==> src/rtl/cpu_pkg.sv <==
// rtl/cpu_pkg.sv - shared state, opcode and alu_op codes for cpu_step_ctrl
package cpu_pkg;

  // FSM state codes, also shown on the trainer LEDs
  localparam logic [2:0] ST_IDLE   = 3'd0;
  localparam logic [2:0] ST_FETCH  = 3'd1;
  localparam logic [2:0] ST_DECODE = 3'd2;
  localparam logic [2:0] ST_EXEC   = 3'd3;
  localparam logic [2:0] ST_HALT   = 3'd4;

  // instruction opcodes in IR[7:6]
  localparam logic [1:0] OP_ADD  = 2'b00;
  localparam logic [1:0] OP_SUB  = 2'b01;
  localparam logic [1:0] OP_LDI  = 2'b10;
  localparam logic [1:0] OP_HALT = 2'b11;

  // ALU operation codes driven while reg_we is high
  localparam logic [1:0] ALU_ADD  = 2'b00;
  localparam logic [1:0] ALU_SUB  = 2'b01;
  localparam logic [1:0] ALU_PASS = 2'b10;

  // fields captured from IR in DECODE
  typedef struct packed {
    logic [1:0] opcode;
    logic [1:0] rd;
    logic [1:0] rs;
  } decode_t;

  function automatic logic [1:0] alu_of(input logic [1:0] op);
    case (op)
      OP_SUB:  alu_of = ALU_SUB;
      OP_LDI:  alu_of = ALU_PASS;
      default: alu_of = ALU_ADD;
    endcase
  endfunction

endpackage

==> src/rtl/cpu_step_ctrl_debounce.sv <==
// rtl/cpu_step_ctrl_debounce.sv - level debouncer with one-cycle rising-edge pulse
module btn_debounce #(
  parameter int DB_CYCLES = 50000,
  parameter int CNT_W     = 16
) (
  input  logic clk,
  input  logic rst,
  input  logic din,
  output logic level,
  output logic rise
);

  logic [CNT_W-1:0] cnt;

  // count consecutive samples that disagree with the accepted level; any agreeing sample restarts the count
  always_ff @(posedge clk) begin
    if (rst) begin
      cnt   <= '0;
      level <= 1'b0;
      rise  <= 1'b0;
    end else begin
      rise <= 1'b0;
      if (din == level) begin
        cnt <= '0;
      end else if (cnt == CNT_W'(DB_CYCLES - 1)) begin
        cnt   <= '0;
        level <= din;
        rise  <= din;
      end else begin
        cnt <= cnt + CNT_W'(1);
      end
    end
  end

endmodule

==> src/rtl/cpu_step_ctrl.sv <==
// rtl/cpu_step_ctrl.sv - single-step / free-run fetch-decode-execute sequencer
module cpu_step_ctrl
  import cpu_pkg::*;
#(
  parameter int DB_CYCLES = 50000,
  parameter int CNT_W     = 16
) (
  input  logic       clk,
  input  logic       rst,
  input  logic       step_btn,
  input  logic       run_mode,
  input  logic [7:0] instr,
  output logic       ir_load,
  output logic       pc_inc,
  output logic       reg_we,
  output logic [1:0] reg_waddr,
  output logic [1:0] alu_op,
  output logic [2:0] state,
  output logic       halted,
  output logic [7:0] instr_count
);

  logic       sync1;
  logic       sync2;
  logic       btn_level;
  logic       step_pulse;
  logic [2:0] st;
  logic [7:0] ir;
  decode_t    dec;
  logic [7:0] count;

  // the datapath reads rs and the immediate from its own IR copy; the level itself is not needed here
  logic unused_bits;
  assign unused_bits = ^{btn_level, dec.rs, ir[1:0]};

  // two-flop synchronizer for the asynchronous button
  always_ff @(posedge clk) begin
    if (rst) begin
      sync1 <= 1'b0;
      sync2 <= 1'b0;
    end else begin
      sync1 <= step_btn;
      sync2 <= sync1;
    end
  end

  btn_debounce #(
    .DB_CYCLES(DB_CYCLES),
    .CNT_W    (CNT_W)
  ) u_db (
    .clk  (clk),
    .rst  (rst),
    .din  (sync2),
    .level(btn_level),
    .rise (step_pulse)
  );

  // sequencer: step pulses are only honoured in IDLE, so presses elsewhere are simply dropped
  always_ff @(posedge clk) begin
    if (rst) begin
      st    <= ST_IDLE;
      ir    <= '0;
      dec   <= '0;
      count <= '0;
    end else begin
      case (st)
        ST_IDLE: begin
          if (step_pulse || run_mode) st <= ST_FETCH;
        end
        ST_FETCH: begin
          ir <= instr;
          st <= ST_DECODE;
        end
        ST_DECODE: begin
          dec.opcode <= ir[7:6];
          dec.rd     <= ir[5:4];
          dec.rs     <= ir[3:2];
          st         <= (ir[7:6] == OP_HALT) ? ST_HALT : ST_EXEC;
        end
        ST_EXEC: begin
          count <= count + 8'd1;
          st    <= run_mode ? ST_FETCH : ST_IDLE;
        end
        ST_HALT: st <= ST_HALT;
        default: st <= ST_IDLE;
      endcase
    end
  end

  // all outputs decode from registered state only
  assign state       = st;
  assign ir_load     = (st == ST_FETCH);
  assign reg_we      = (st == ST_EXEC);
  assign pc_inc      = (st == ST_EXEC);
  assign reg_waddr   = (st == ST_EXEC) ? dec.rd : 2'b00;
  assign alu_op      = (st == ST_EXEC) ? alu_of(dec.opcode) : ALU_ADD;
  assign halted      = (st == ST_HALT);
  assign instr_count = count;

endmodule

==> config.mk <==
export PLATFORM = sky130hd
export DESIGN_NAME = cpu_step_ctrl
export DESIGN_NICKNAME = d
export VERILOG_FILES = /design/src/rtl/cpu_pkg.sv /design/src/rtl/cpu_step_ctrl_debounce.sv /design/src/rtl/cpu_step_ctrl.sv
export SDC_FILE = /design/constraint.sdc
export NUM_CORES = 1
export LEC_CHECK = 0
export CAP_MARGIN = 25
export CORE_ASPECT_RATIO = 1.25
export CORE_MARGIN = 1
export CORE_UTILIZATION = 27
export CTS_BUF_LIST = sky130_fd_sc_hd__clkbuf_4 sky130_fd_sc_hd__clkbuf_8
export DETAILED_ROUTE_END_ITERATION = 10
export MAX_ROUTING_LAYER = met4
export RECOVER_POWER = 100
export SLEW_MARGIN = 20
export SYNTH_ARGS = -nofsm -noshare
export SYNTH_HDL_FRONTEND = slang
export SYNTH_SLANG_ARGS = --single-unit
==> constraint.sdc <==
create_clock -name clk -period 5.15 [get_ports clk]
set_input_delay 1.545 -clock clk [delete_from_list [all_inputs] [get_ports clk]]
set_output_delay 1.545 -clock clk [all_outputs]
set_load 0.02 [all_outputs]
==> results of run 1 <==
-- stage by stage --
stage / hold WS, ps / instance area, um2 / setup slack (ps)
2_1_floorplan: 414 / 1700 / 2060
3_3_place_gp: 426 / 2010 / 1780
3_5_place_dp: 429 / 2010 / 1760
4_1_cts: 445 / 2090 / 1430
5_1_grt: 462 / 2080 / 1230
6_report: 438 / 2080 / 1400
-- synth_stat cells, drive strengths merged (2+ instances only) --
cell type  instances
nand4              6
nor3               7
inv                4
nand2b             2
xor2               6
xnor2             16
nand3              7
nor2              36
ha                 2
nor3b              4
mux2i              9
nor4               3
nand2              8
a211oi             2
buf                2
nand3b             2
a31oi              2
nor2b              2
clkbuf             5
and2               2
or4                2
dfxtp             39
-- critical path, delay by kind of cell, from the launching register on --
family / cells / cell delay [ps]
simple gates: 2 / 510
flops: 1 / 470
buf+inv: 2 / 930
-- worst min path at each step --
stage	from	endpoint	slack (ps)	cells past startpoint
after floorplan	sync1$_SDFF_PP0_	sync2$_SDFF_PP0_	410	1
after global placement	sync1$_SDFF_PP0_	sync2$_SDFF_PP0_	430	1
after detailed placement	sync1$_SDFF_PP0_	sync2$_SDFF_PP0_	430	1
after CTS	sync1$_SDFF_PP0_	sync2$_SDFF_PP0_	440	1
after global routing	sync1$_SDFF_PP0_	sync2$_SDFF_PP0_	460	1
final	sync1$_SDFF_PP0_	sync2$_SDFF_PP0_	440	1
-- state kept, by name (all words and copies together) (netlist names) --
signal and cells:
state 3, u_db.level 1, u_db.rise 1, sync2 1, dec 4, u_db.cnt 16, ir 4, sync1 1
instr_count 8
-- area by class of cell --
type	instances	area (um2)	area share [%]
sequential	39	781	37.6
inverter	5	18.8	0.904
clock buffer	6	76.3	3.68
timing repair buffer	26	260	12.5
multi-input combinational	128	837	40.3
tap	82	103	4.94
-- logic make-up (layout without fill, tap and decap cells) --
logic type	Yosys count	count (layout)	synth area share, %
mux	9	9	5.31
compound gates	6	6	2.36
fa+ha+maj	2	2	1.47
buf+inv	12	37	3.83
simple gates	89	89	29.6
xor+xnor	22	22	11.4
flops	39	39	46.0
-- metal layers --
metal  up-vias  share of wire (%)
met1       578                 46
li1        656                  -
met4         0                1.3
met2        18                 49
met3         4                3.6
met5         -                  0
-- where the power goes --
group,switching [mW],internal [mW],total [mW]
logic,0.0203,0.0195,0.0398
clock network,0.0929,0.0954,0.188
registers,0.00819,0.308,0.316
total,0.121,0.423,0.544
==> results.toml, run 1 <==
[floorplanning]
core_area_um2 = 5930
die_x_um = 72.9
io-pin-count = 31
die-height_um = 90.6
initial_core_util_pct = 28.6
dieArea_um2 = 6610
num_rows = 31

[place]
place_inst = 280
portBuffers = 26
dp_hpwl_um = 2160
gp_congestion = 0.765

[logic_synthesis]
syn-mean-instance-area_um2 = 9.48
synth-seq-area-share_pct = 46.0
ys_warn_count = 0
netlist_instances = 179
netlist_area_um2 = 1700
syn-num-nets = 193
synth_ff_type = "dfxtp_1"
ys_seq_elements = 39
synth-edff-count = 0
synth.distinct_cells = 37
yosys-top-cells-area = "dfxtp_1 46%, xnor2_1 8.3%, nor2_1 5.8%"
synth_top_area_share_pct = 46.0
yosys.area.top_type = "dfxtp_1"
async_reset_ff_share_pct = 0

[worst_setup_path]
worstReg2RegEnd = "u_db.cnt[4]$_SDFF_PP0_"
cp_slowest_cell = "dlygate4sd3_1"
worstReg2RegStart = "u_db.cnt[0]$_SDFF_PP0_"
crit_path_end_kind = "output pin"
worstSetupStartpoint = "state[2]$_SDFFE_PP0P_"
cp_max_fo = 10
r2r_slack_ps = 2950
max_stage_delay_ps = 640
crit_chain = "nand3b_1, clkinv_1, and2_1, dlygate4sd3_1"
path_class = "flop to output pin"
reg2reg_depth = 5
cp_data_required_time_ps = 3610
critPathLaunchType = "flop"
arrival_ps = 2200
critPathCapture = "reg_waddr[0]"

[timing]
setup_tns_ps = 0
max_slew_margin_pct = 45.1
rsz0062_at_grt = "no"
drv_slew = 0
hold_viol = 0
post-route-period-util_pct = 72.8
layout_min_cycle_time_ps = 3750
fmax_mhz = 267
setup_violations = 0
final.setup_skew_ps = 4.60
tightest_slew_ps = 821

[clocking]
postCtsSetupBuffers = 0
cts_hold_buf = 0
cts_buffers = 5
cts_sinks = 39
clock_path_buffers = 2
root_buffer = "clkbuf_8"
cts.repair.resized = 0
cts_tree = "yes"
htree_levels = 2
clock_latency_ps = 280
path_clk_slew_ps = 70

[worst_hold_path]
hp-class = "flop to flop"

[pwr]
p_leak_nw = 0.700
power_density_nw_per_um2 = 262
finalPower_mw = 0.544
peakVddDrop_v = 0.000100

[final_layout]
drive_above_1_share_pct = 8.33
final_cell_mix = "39 x dfxtp_1, 26 x nor2_1, 20 x dlygate4sd3_1, 16 x xnor2_1, 10 x nor2_2"
nFillCells = 610
nets = 219
post-route-util_pct = 35.0
syn_to_final_growth_pct = 22.3
mostFrequentLayoutCell = "dfxtp_1"
finalNonFillerCells = 286
num_antenna_cells = 0

[routing]
antenna_left = 0
wl_per_cell_um = 10.9
drc = 0
routed_wl_um = 3120
num_vias = 1256
drt_first_iter_violations = 48
first_pass_iters = 4
avgViaCountPerCell = 4.39

[global_route]
grt_pass1_wl_um = 5280
use_met3_pct = 3.79
grt_util_met1_pct = 12.6
grt_max_degree = 25
overflow = 0
grt_antenna_before_repair = 0
use_met2_pct = 16.4
top_usage_layer = "met2"
grt_pass1_vias = 1153
grtUsageTotal_pct = 10.6

[outcome]
status = "complete, no violations"

[flow_run]
maxCapViolations = 0
Power figures use the tool's default switching activity.
==> run 2, diff against run 1 <==
==> constraint.sdc (replaced) <==
create_clock -name clk -period 3.7 [get_ports clk]
set_input_delay 1.11 -clock clk [delete_from_list [all_inputs] [get_ports clk]]
set_output_delay 1.11 -clock clk [all_outputs]
set_load 0.02 [all_outputs]
==> run 2 against run 1 <==
Net effect: clock skew rose by 2.6 ps; register-to-register slack worse by 1500 ps; worst setup slack lost 1100 ps; core utilization is 0.76 points higher; design area rose by 2.2%; total power increased by 58%; flip-flop and latch count did not move; critical path depth did not move; largest power group unchanged.
==> results.toml, run 2 (synthesized netlist as in run 1, its figures left out) <==
[timing]
tightest_slew_ps = 982
hold_viol = 0
max_slew_margin_pct = 34.5
setup_tns_ps = 0
setup_violations = 0
post-route-period-util_pct = 90.7
finalWorstSetupSlack_ps = 345
layout_min_cycle_time_ps = 3350
timing.hold.ws_ps = 441
final.setup_skew_ps = 7.21
rsz0062_at_grt = "no"
fmax_mhz = 298
drv_slew = 0

[flow_run]
maxCapViolations = 0

[routing]
drt_first_iter_violations = 50
routed_wl_um = 3060
first_pass_iters = 4
avgViaCountPerCell = 4.39
antenna_left = 0
wl_per_cell_um = 10.6
num_vias = 1268
drc = 0

[final_layout]
nets = 220
num_antenna_cells = 0
nFillCells = 611
largest_reg_flops = 16
largest-register = "u_db.cnt"
drive_above_1_share_pct = 9.18
syn_to_final_growth_pct = 25.0
fin_area_um2 = 2120
mostFrequentLayoutCell = "dfxtp_1"
finalNonFillerCells = 289
final_cell_mix = "39 x dfxtp_1, 26 x nor2_1, 20 x dlygate4sd3_1, 16 x xnor2_1, 10 x nor2_2"

[worst_setup_path]
crit_chain = "nand3b_1, clkinv_1, and2_1, dlygate4sd3_1"
arrival_ps = 2240
r2r_slack_ps = 1450
cp_data_required_time_ps = 2590
worst-path-buf-inv = 2
path_class = "flop to output pin"
worstSetupStartpoint = "state[2]$_SDFFE_PP0P_"
crit_path_end_kind = "output pin"
max_stage_delay_ps = 640
worstReg2RegStart = "u_db.cnt[0]$_SDFF_PP0_"
cp_slowest_cell = "dlygate4sd3_1"
crit_family = "buffers and inverters"
critPathLaunchType = "flop"
cp_max_fo = 10

[clocking]
htree_levels = 2
path_clk_slew_ps = 80
postCtsSetupBuffers = 0
cts_sinks = 39
root_buffer = "clkbuf_8"
cts_tree = "yes"
cts.repair.resized = 0
clock_latency_ps = 290
cts_hold_buf = 0
clock_path_buffers = 2
cts_buffers = 5

[floorplanning]
io-pin-count = 31
num_rows = 31
die-height_um = 90.6
core_area_um2 = 5930
dieArea_um2 = 6610
initial_core_util_pct = 28.6
die_x_um = 72.9

[place]
gp_congestion = 0.759
dp_hpwl_um = 2170
place_inst = 281
portBuffers = 26
dp_slack_ps = 735
place_area_um2 = 2020

[global_route]
grt_pass1_wl_um = 5350
grt_antenna_before_repair = 0
grt_max_degree = 25
grt_pass1_vias = 1159
overflow = 0
grtUsageTotal_pct = 10.7

[outcome]
status = "complete, no violations"

[pwr]
p_leak_nw = 0.722
power_density_nw_per_um2 = 406
peakVddDrop_v = 0.000172

[worst_hold_path]
hold_start = "sync1$_SDFF_PP0_"
hp-class = "flop to flop"
## run 2: power breakdown
group	internal (mW)	total [mW]	switching (mW)
Sequential	0.428	0.439	0.0112
Combinational	0.0274	0.0554	0.0281
Clock	0.218	0.366	0.148
Total	0.674	0.861	0.188
## run 2: cell type report
| class | count | area, um2 | share of cell area [%] |
|---|---|---|---|
| flip-flops and latches | 39 | 781 | 36.8 |
| multi-input cells | 128 | 837 | 39.5 |
| clock inverters | 2 | 35.0 | 1.65 |
| well taps | 82 | 103 | 4.84 |
| clock buffers | 6 | 82.6 | 3.89 |
| inverters | 5 | 18.8 | 0.885 |
| repair buffers | 27 | 264 | 12.4 |
## run 2: final timing paths
path,depth (start not counted),end
max reg2reg,5,u_db.cnt[3]$_SDFF_PP0_
min reg2reg,1,sync2$_SDFF_PP0_
max,4,reg_waddr[1]
min,1,sync2$_SDFF_PP0_
## run 2: worst register-to-register path: cells and delay by family (launching register included)
family / cells / cell delay [ps]
DFF: 1 / 410
adders and majority gates: 1 / 210
and+or+nand+nor: 4 / 1500
## run 2: per-stage QoR
step	total power [mW]	util, %
finish	0.861	35.7
global route	0.895	35.7
CTS	0.877	36.0
detailed placement	0.509	34.1
global placement	0.508	34.1
floorplan	0.485	-
## run 2: per-layer routing
metal / track usage [%] / vias up / wire length (um)
met2: 16.5 / 18 / 1450
met3: 2.90 / 7 / 109
met1: 12.7 / 581 / 1440
li1: - / 662 / -
met4: 5.39 / 0 / 63
met5: - / - / 0
==> run 3, diff against run 2 <==
==> constraint.sdc (replaced) <==
create_clock -name clk -period 3.65 [get_ports clk]
set_input_delay 1.095 -clock clk [delete_from_list [all_inputs] [get_ports clk]]
set_output_delay 1.095 -clock clk [all_outputs]
set_load 0.02 [all_outputs]
==> run 3 against run 2 <==
Net effect: global-route usage grew 0.092 points; highest routed layer unchanged; clock power grew 1%; clock-buffer cell count is the same; design area is the same; total power grew 1.3%; non-clock buffer count is the same; critical endpoint unchanged.
==> results.toml, run 3 (synthesized netlist as in run 1, its figures left out) <==
[floorplanning]
io-pin-count = 31
num_rows = 31
die_x_um = 72.9
dieArea_um2 = 6610
core_area_um2 = 5930
die-height_um = 90.6
initial_core_util_pct = 28.6

[flow_run]
maxCapViolations = 0

[routing]
first_pass_iters = 2
wl_per_cell_um = 10.8
avgViaCountPerCell = 4.30
antenna_left = 0
num_vias = 1243
drt_first_iter_violations = 67
drc = 0
routed_wl_um = 3130

[clocking]
path_clk_slew_ps = 70
cts_sinks = 39
cts_hold_buf = 0
root_buffer = "clkbuf_8"
clock_latency_ps = 290
htree_levels = 2
postCtsSetupBuffers = 0
cts.repair.resized = 0
cts_tree = "yes"
clock_path_buffers = 2
cts_buffers = 5

[worst_setup_path]
max_stage_delay_ps = 640
critPathLaunchType = "flop"
cp_data_required_time_ps = 2550
path_class = "flop to output pin"
crit_family = "buffers and inverters"
worst-path-buf-inv = 2
arrival_ps = 2260
cp_max_fo = 10
cp_slowest_cell = "dlygate4sd3_1"
crit_path_end_kind = "output pin"
crit_chain = "nand3b_1, clkinv_1, and2_1, dlygate4sd3_1"

[place]
gp_congestion = 0.711
place_inst = 281
portBuffers = 26
dp_slack_ps = 703
dp_hpwl_um = 2210

[outcome]
status = "complete, no violations"

[timing]
hold_viol = 0
fmax_mhz = 298
max_slew_margin_pct = 51.0
layout_min_cycle_time_ps = 3350
setup_tns_ps = 0
setup_violations = 0
tightest_slew_ps = 733
post-route-period-util_pct = 91.8
finalWorstSetupSlack_ps = 299
drv_slew = 0
timing.hold.ws_ps = 447
rsz0062_at_grt = "no"
final.setup_skew_ps = 6.12

[final_layout]
syn_to_final_growth_pct = 25.0
largest_reg_flops = 16
final_cell_mix = "39 x dfxtp_1, 26 x nor2_1, 20 x dlygate4sd3_1, 16 x xnor2_1, 10 x nor2_2"
nFillCells = 607
mostFrequentLayoutCell = "dfxtp_1"
largest-register = "u_db.cnt"
num_antenna_cells = 0
nets = 220
finalNonFillerCells = 289
drive_above_1_share_pct = 9.18

[global_route]
grtUsageTotal_pct = 10.8
top_usage_layer = "met2"
grt_pass1_vias = 1134
grt_max_degree = 15
use_met3_pct = 3.68
grt_util_met1_pct = 13.0
use_met2_pct = 15.9
overflow = 0
grt_antenna_before_repair = 0
grt_pass1_wl_um = 5290

[worst_hold_path]
hp-class = "flop to flop"

[pwr]
peakVddDrop_v = 0.000156
power_density_nw_per_um2 = 411
p_leak_nw = 0.722
[run 3: cell counts in the layout (fill, tap and decap cells not counted)]
Identical to the previous run, type by type.
[run 3: where the power goes]
group          internal [mW]  switching, mW
Clock                  0.221          0.149
Combinational         0.0278         0.0292
Sequential             0.434         0.0114
[run 3: metal layers]
metal / part of all wire [%] / up-vias
met5: 0 / -
li1: - / 661
met4: 1.6 / 0
met1: 48 / 560
met2: 47 / 18
met3: 3.9 / 4
[run 3: layout make-up]
type	count	area [um2]	share of cell area, %
clock buffer	6	82.6	3.89
timing repair buffer	27	264	12.4
sequential	39	781	36.8
inverter	5	18.8	0.885
tap	82	103	4.84
multi-input combinational	128	837	39.5
clock inverter	2	35.0	1.65
[run 3: path summary, 6_finish.rpt]
kind                            slack, ps                    from  cells after the start                     end
worst min register to register        450        sync1$_SDFF_PP0_                      1        sync2$_SDFF_PP0_
worst max register to register       1420  u_db.cnt[0]$_SDFF_PP0_                      5  u_db.cnt[4]$_SDFF_PP0_
worst min-delay path                  450        sync1$_SDFF_PP0_                      1        sync2$_SDFF_PP0_
worst max-delay path                  300   state[2]$_SDFFE_PP0P_                      4            reg_waddr[1]
[run 3: worst reg2reg max path, stage by stage (launching register included)]
cell and delay [ps]:
dfxtp_1 400, ha_1 200, nand3_1 250, or4_4 600
nand2_1 540, nor2_1 110
[run 3: stage by stage]
stage | util, % | power [mW] | area, um2
after global placement | 34.1 | 0.516 | 2020
after detailed placement | 34.1 | 0.516 | 2020
after CTS | 36.0 | 0.891 | 2140
after floorplan | - | 0.492 | 1700
final | 35.7 | 0.873 | 2120
after global routing | 35.7 | 0.919 | 2120
